==> src/rtl/echo_ranging_ctrl.sv <==
// rtl/echo_ranging_ctrl.sv - ultrasonic ranging sequencer: trigger, echo wait, latch, holdoff, valid/ready result
// Optional UDAR_CTRL_AVG_EN: report the truncated mean of four consecutive measurements.
module echo_ranging_ctrl #(
    parameter int OUT_LEN        = 8,
    parameter int TMR_W          = 16,
    parameter int TRIG_CYCLES    = 10,
    parameter int TIMEOUT_CYCLES = 38000,
    parameter int HOLDOFF_CYCLES = 60000
) (
    input  logic               clk,
    input  logic               rst,
    input  logic               start,
    input  logic               cont_en,
    input  logic               cap_done,
    input  logic [OUT_LEN-1:0] cap_cnt,
    output logic               trig,
    output logic               busy,
    output logic [OUT_LEN-1:0] result_data,
    output logic               result_timeout,
    output logic               result_valid,
    input  logic               result_ready
);

    typedef enum logic [2:0] {
        S_IDLE, S_TRIG, S_WAIT_RISE, S_WAIT_FALL, S_LATCH, S_HOLDOFF
    } state_t;

    localparam logic [TMR_W-1:0] TRIG_LAST = TMR_W'(TRIG_CYCLES - 1);
    localparam logic [TMR_W-1:0] TO_LAST   = TMR_W'(TIMEOUT_CYCLES - 1);
    localparam logic [TMR_W-1:0] HOLD_LAST = TMR_W'(HOLDOFF_CYCLES - 1);

    state_t             state_q, state_d;
    logic [TMR_W-1:0]   timer_q, timer_d;
    logic               trig_q;
    logic [OUT_LEN-1:0] data_q, data_d;
    logic               tout_q, tout_d;
    logic               valid_q, valid_d;
    logic               to_hit;

`ifdef UDAR_CTRL_AVG_EN
    logic [OUT_LEN+1:0] sum_q, sum_d;
    logic [1:0]         idx_q, idx_d;
    logic [OUT_LEN+1:0] acc;
`endif

    always_comb begin
        state_d = state_q;
        timer_d = timer_q;
        data_d  = data_q;
        tout_d  = tout_q;
        valid_d = valid_q;
        to_hit  = 1'b0;
`ifdef UDAR_CTRL_AVG_EN
        sum_d = sum_q;
        idx_d = idx_q;
        acc   = sum_q + {2'b00, cap_cnt};
`endif
        if (valid_q && result_ready) begin
            valid_d = 1'b0;
        end

        case (state_q)
            S_IDLE: begin
                if ((start || cont_en) && cap_done && !valid_q) begin
                    state_d = S_TRIG;
                    timer_d = '0;
                end
            end
            S_TRIG: begin
                if (timer_q == TRIG_LAST) begin
                    state_d = S_WAIT_RISE;
                    timer_d = '0;
                end else begin
                    timer_d = timer_q + TMR_W'(1);
                end
            end
            S_WAIT_RISE: begin
                if (!cap_done) begin
                    state_d = S_WAIT_FALL;
                    timer_d = '0;
                end else if (timer_q == TO_LAST) begin
                    to_hit = 1'b1;
                end else begin
                    timer_d = timer_q + TMR_W'(1);
                end
            end
            S_WAIT_FALL: begin
                if (cap_done) begin
                    state_d = S_LATCH;
                end else if (timer_q == TO_LAST) begin
                    to_hit = 1'b1;
                end else begin
                    timer_d = timer_q + TMR_W'(1);
                end
            end
            S_LATCH: begin
                // cap_cnt has had one cycle to settle after done rose
                state_d = S_HOLDOFF;
                timer_d = '0;
`ifdef UDAR_CTRL_AVG_EN
                if (idx_q == 2'd3) begin
                    data_d  = acc[OUT_LEN+1:2];
                    tout_d  = 1'b0;
                    valid_d = 1'b1;
                    sum_d   = '0;
                    idx_d   = '0;
                end else begin
                    sum_d = acc;
                    idx_d = idx_q + 2'd1;
                end
`else
                data_d  = cap_cnt;
                tout_d  = 1'b0;
                valid_d = 1'b1;
`endif
            end
            S_HOLDOFF: begin
                if (timer_q == HOLD_LAST) begin
                    state_d = S_IDLE;
                    timer_d = '0;
                end else begin
                    timer_d = timer_q + TMR_W'(1);
                end
            end
            default: begin
                state_d = S_IDLE;
                timer_d = '0;
            end
        endcase

        if (to_hit) begin
            state_d = S_HOLDOFF;
            timer_d = '0;
            data_d  = '1;
            tout_d  = 1'b1;
            valid_d = 1'b1;
`ifdef UDAR_CTRL_AVG_EN
            sum_d = '0;
            idx_d = '0;
`endif
        end
    end

    always_ff @(posedge clk or posedge rst) begin
        if (rst) begin
            state_q <= S_IDLE;
            timer_q <= '0;
            trig_q  <= 1'b0;
            data_q  <= '0;
            tout_q  <= 1'b0;
            valid_q <= 1'b0;
        end else begin
            state_q <= state_d;
            timer_q <= timer_d;
            trig_q  <= (state_d == S_TRIG);
            data_q  <= data_d;
            tout_q  <= tout_d;
            valid_q <= valid_d;
        end
    end

`ifdef UDAR_CTRL_AVG_EN
    always_ff @(posedge clk or posedge rst) begin
        if (rst) begin
            sum_q <= '0;
            idx_q <= '0;
        end else begin
            sum_q <= sum_d;
            idx_q <= idx_d;
        end
    end
`endif

    assign trig           = trig_q;
    assign busy           = (state_q != S_IDLE);
    assign result_data    = data_q;
    assign result_timeout = tout_q;
    assign result_valid   = valid_q;

endmodule

==> config.mk <==
export PLATFORM = sky130hd
export DESIGN_NAME = echo_ranging_ctrl
export DESIGN_NICKNAME = d
export VERILOG_FILES = /design/src/rtl/echo_ranging_ctrl.sv
export SDC_FILE = /design/constraint.sdc
export NUM_CORES = 1
export LEC_CHECK = 0
export ABC_CLOCK_PERIOD_IN_PS = 6000
export CORE_MARGIN = 10
export CORE_UTILIZATION = 35
export CTS_BUF_LIST = sky130_fd_sc_hd__clkbuf_8
export DETAILED_ROUTE_END_ITERATION = 7
export SLEW_MARGIN = 20
export SYNTH_ARGS = -nofsm -noshare
export SYNTH_HDL_FRONTEND = slang
export SYNTH_SLANG_ARGS = --single-unit
==> constraint.sdc <==
create_clock -name clk -period 6 [get_ports clk]
set_clock_uncertainty 0.2 [all_clocks]
set_input_delay 1.2 -clock clk [delete_from_list [all_inputs] [get_ports clk]]
set_output_delay 1.2 -clock clk [all_outputs]
set_load 0.02 [all_outputs]
* Yosys cells after proc, flatten, opt, wreduce, memory -nomap -nowiden
Cells that the tools add are included.
** Cells by class
- Add/subtract/negate cells :: 1
- Reductions and logical operators :: 10
- Mux-type cells :: 26
- Eq/ne operators :: 11
** Operators by type and width (count)
- $mux 16 :: 7
- $pmux 16 s5 :: 1
- $eq 16x16->1 const B :: 2
- $mux 3 :: 6
- $pmux 3 s6 :: 1
- $add 16x1->16 const B :: 1
- $eq 16x4->1 const B :: 1
- $mux 8 :: 2
- $mux 1 :: 8
- $eq 3x1->1 const B :: 2
- $eq 3x2->1 const B :: 2
- $eq 3x3->1 const B :: 2
- $ne 3x3->1 const B :: 2
- $reduce_bool 3->1 :: 2
- $logic_and 1x1->1 :: 3
- $logic_not 3->1 :: 1
- $pmux 1 s2 :: 1
- $reduce_and 2->1 :: 1
- $reduce_bool 2->1 :: 1
- $logic_not 1->1 :: 1
- $logic_or 1x1->1 :: 1
** Word-level totals
- Input bits :: 14
- Bits in registers :: 30
- Word-level logic and storage cells :: 54
- Output and inout port bits :: 12

* Longest topological paths before layout
- Depth in word-level cells :: 7
- Gate-level depth with buffers :: 8
- Mapped depth without buffers :: 8

* Worst setup path after synthesis
No wires, ideal clock.
- Path type :: in2reg
- From :: in cap_done
- To :: reg timer_q[6]
- Path slack :: 3.304 ns
- Setup time :: 0.099 ns
- Required time :: 5.701 ns
- Cell stages on the path :: 7
- Arrival :: 2.396 ns
- Cells stage by stage :: nand2b_1 > o21ai_0 > a21o_1 > and2_1 > clkbuf_1 > a21oi_1 > a311oi_1
** On the way
- Longest elaborated chain between the ends :: 4
- Elaborated cells on any way between the ends :: 11
** Ends and longest elaborated chain
- start, declared :: line 14 : input logic cap_done,
- $mux 1 (tied with other cells) :: line 88 : if (cap_done) begin
- $pmux 1 s2 / $logic_and 1x1->1 (equally long branches) :: line 62, 64
- $ne 3x3->1 (no line)
- $reduce_and 2->1 (no line)
- end signal, assigned :: line 154 : timer_q <= timer_d;
- end, declared :: line 33 : logic [TMR_W-1:0] timer_q, timer_d;
Parallel ways exist; a longest one is shown, timed or not.
A chain may end at the register's enable or synchronous reset.

* Worst setup path after layout
- From :: in cap_done
- To :: reg timer_q[12]
Same word-level chain as after synthesis.

==> flow_summary_export.csv <==
group,metric,value,unit
clock_network,hold_buffers,0,
clock_network,cts_resized,0,
setup_path,startpoint_type,"input pin",
clock_network,post_cts_buffers,0,
yosys,ys_seq_area_share,41.1,%
setup_path,cp-startpoint,"cap_done",
route,drtIter0Drc,142,
global_routing,grt_max_degree,31,
finish,drive_gt1_share,8.51,%
finish,final_common_cell,"dfrtp_1",
sta,fin_crit,3.57,ns
global_routing,grt_pass1_vias,1584,
setup_path,crit_path_end,"timer_q[12]",
yosys,synth_top_flop_cell,"dfrtp_1",
setup_path,cp.arrival,3.57,ns
sta,worst_pin_slew,0.942,ns
pwr,irDropWorstVdd,0.121,mV
route,routed_wl,4.77,mm
clock_network,htreeDepth,2,
floorplan,core,0.00507,mm2
finish,antenna_cells,0,
pwr,switching_power,0.343,mW
sta,drv_slew,0,
yosys,synth-seq-cells,30,
setup_path,rr_startpoint,"state_q[2]",
yosys,synthCells,213,
setup_path,r2r_cells,6,
clock_network,cts_root_buffer,"clkbuf_8",
global_routing,grt-ovfl-total,0,
finish,stdcell_area,0.00219,mm2
route,viasPerCell,5.40,
yosys,syn-num-nets,229,
setup_path,regToRegSetupSlack,3.12,ns
setup_path,critical_path_class,"input pin to flop",
yosys,yosys_warnings,0,
sta,setup_violations,0,
global_routing,grtUsageTotal,11.8,%
global_routing,grt_pass1_wl,8.27,mm
sta,final_hold_viol_count,0,
floorplan,ios,26,
pwr,finalPower,0.843,mW
worst_hold_path,hold_depth,2,
route,vias,1648,
placement,place_inst,297,
yosys,async_flop_share,100,%
finish,layout_common_cells,"30 x dfrtp_1, 28 x nand3_1, 28 x nand2_1",
setup_path,r2r-end,"timer_q[12]",
yosys,syn_area,0.00183,mm2
placement,port_buffers,25,
sta,finalWorstSetupSlack,2.43,ns
route,wl_per_cell,15.6,um
run,maxCapViolCount,0,
floorplan,die_w,92.2,um
clock_network,cts-buffers-inserted,5,
worst_hold_path,hp-class,"flop to flop",
route,firstDrtPassIters,4,
floorplan,die_y,92.2,um
sta,fmax,280,MHz
placement,hpwl,3.45,mm
status,outcome,"finished clean",
pwr,clkPwrFrac,19.5,%
pwr,seqPwrFrac,35.3,%
pwr,p_comb_share,45.3,%
pwr,p_int,0.500,mW
setup_path,end_kind,"flop",
pwr,cellLeakagePower,0.874,nW
sta,grt_setup_unrepaired,"false",
placement,postPlaceCellArea,0.00210,mm2
clock_network,cts.path.max_buffers,2,
clock_network,clock_latency,0.28,ns
sta,slew_headroom,37.2,%
pwr,swShare,40.7,%
yosys,syn_area_per_cell,8.58,um2
yosys,yosysUniqueCellTypes,49,
floorplan,initial_core_util,36.0,%
sta,hold_ws,0.293,ns
global_routing,antenna_found_initial,0,
clock_network,cts_tree,"done",
floorplan,placementRows,26,
floorplan,die-area,0.00851,mm2
placement,gp_congestion,0.911,
finish,final_nets,250,
finish,nFillCells,518,
finish,fin_cells,305,
placement,dp_slack,2.19,ns
clock_network,clk_pin_slew_worst_paths,0.06,ns
pwr,power.density,385,mW/mm2
clock_network,cts.sinks,30,
setup_path,critPathMaxFanout,13,
sta,period_share,59.5,%
yosys,synth_edf_count,0,
finish,utilization,43.2,%
setup_path,worstPathRequired,6.00,ns
sta,tns,0,ns
route,ant_nets,0,
route,remaining_drc_errors,0,
finish,area_growth,20.0,%
==> registers in the layout (all words and copies together) (netlist names) <==
name and cells:
result_data 8, result_timeout 1, result_valid 1, state_q 3, timer_q 16, trig 1
==> final cells by class <==
cell class                 instances  area (um2)  area share, %
clock buffer                       6        82.6           3.77
clock inverter                     2        8.76          0.400
inverter                           6        22.5           1.03
multi-input combinational        165         982           44.8
sequential                        30         751           34.2
tap                               70        87.6           4.00
timing repair buffer              26         258           11.8
==> worst max-delay path: stages <==
cell and delay [ns]:
clkdlybuf4s50_1 0.60, xnor2_1 0.15, nor2_1 0.07, a21oi_1 0.75, nand2_1 0.24, or3_1 0.40, a31oi_1 0.16
==> worst min-delay path by stage <==
stage / endpoint / from / slack (ns)
after floorplan: timer_q[0] / timer_q[0] / 0.33
after CTS: result_data[1] / result_data[1] / 0.30
final: result_data[1] / result_data[1] / 0.29
after global placement: result_data[6] / result_data[6] / 0.28
after detailed placement: result_data[7] / result_data[7] / 0.28
after global routing: result_data[1] / result_data[1] / 0.32
==> metal layers <==
metal | share of wire, % | track usage, % | wire (um)
met1 | 47 | 16.3 | 2240
met2 | 49 | 17.6 | 2340
met3 | 2.8 | 1.87 | 134
met4 | 1.1 | 5.40 | 54
met5 | 0 | 0 | 0
==> power groups by stage <==
| stage | clock (mW) | combinational [mW] | sequential [mW] |
|---|---|---|---|
| 2_1_floorplan | 0 | 0.233 | 0.318 |
| 3_3_place_gp | 0 | 0.385 | 0.300 |
| 3_5_place_dp | 0 | 0.386 | 0.300 |
| 4_1_cts | 0.171 | 0.387 | 0.297 |
| 5_1_grt | 0.178 | 0.424 | 0.307 |
| 6_report | 0.164 | 0.382 | 0.297 |
==> logic make-up after synthesis <==
logic type               after synthesis  synth area share, %
adder cells (fa/ha/maj)                3                 1.92
buffers and inverters                 18                 5.14
XOR/XNOR                               1                0.480
AO/OA/AOI/OAI                         48                 17.5
AND/OR/NAND/NOR                      112                 33.4
multiplexers                           1                0.548
flip-flops                            30                 41.1
==> synthesized netlist by cell type, drive strengths merged (2+ instances only) <==
master	count	share of area, %
a21oi	14	3.8
a311oi	3	1.4
a31oi	4	1.4
and2	3	1.0
and2b	2	0.96
buf	3	0.89
clkbuf	9	3.0
dfrtp	30	41
ha	2	1.4
inv	6	1.2
nand2	28	5.8
nand2b	3	1.0
nand3	28	7.7
nand3b	3	1.2
nand4	4	1.4
nand4b	4	1.9
nor2	15	3.1
nor2b	2	0.68
nor3	3	0.82
nor4	3	1.0
o211ai	2	0.82
o21a	2	0.82
o21ai	13	3.6
o22ai	2	0.68
or3	3	1.0
or3b	3	1.4
or4	4	2.3
No activity file was read; power rests on OpenSTA's default activity.
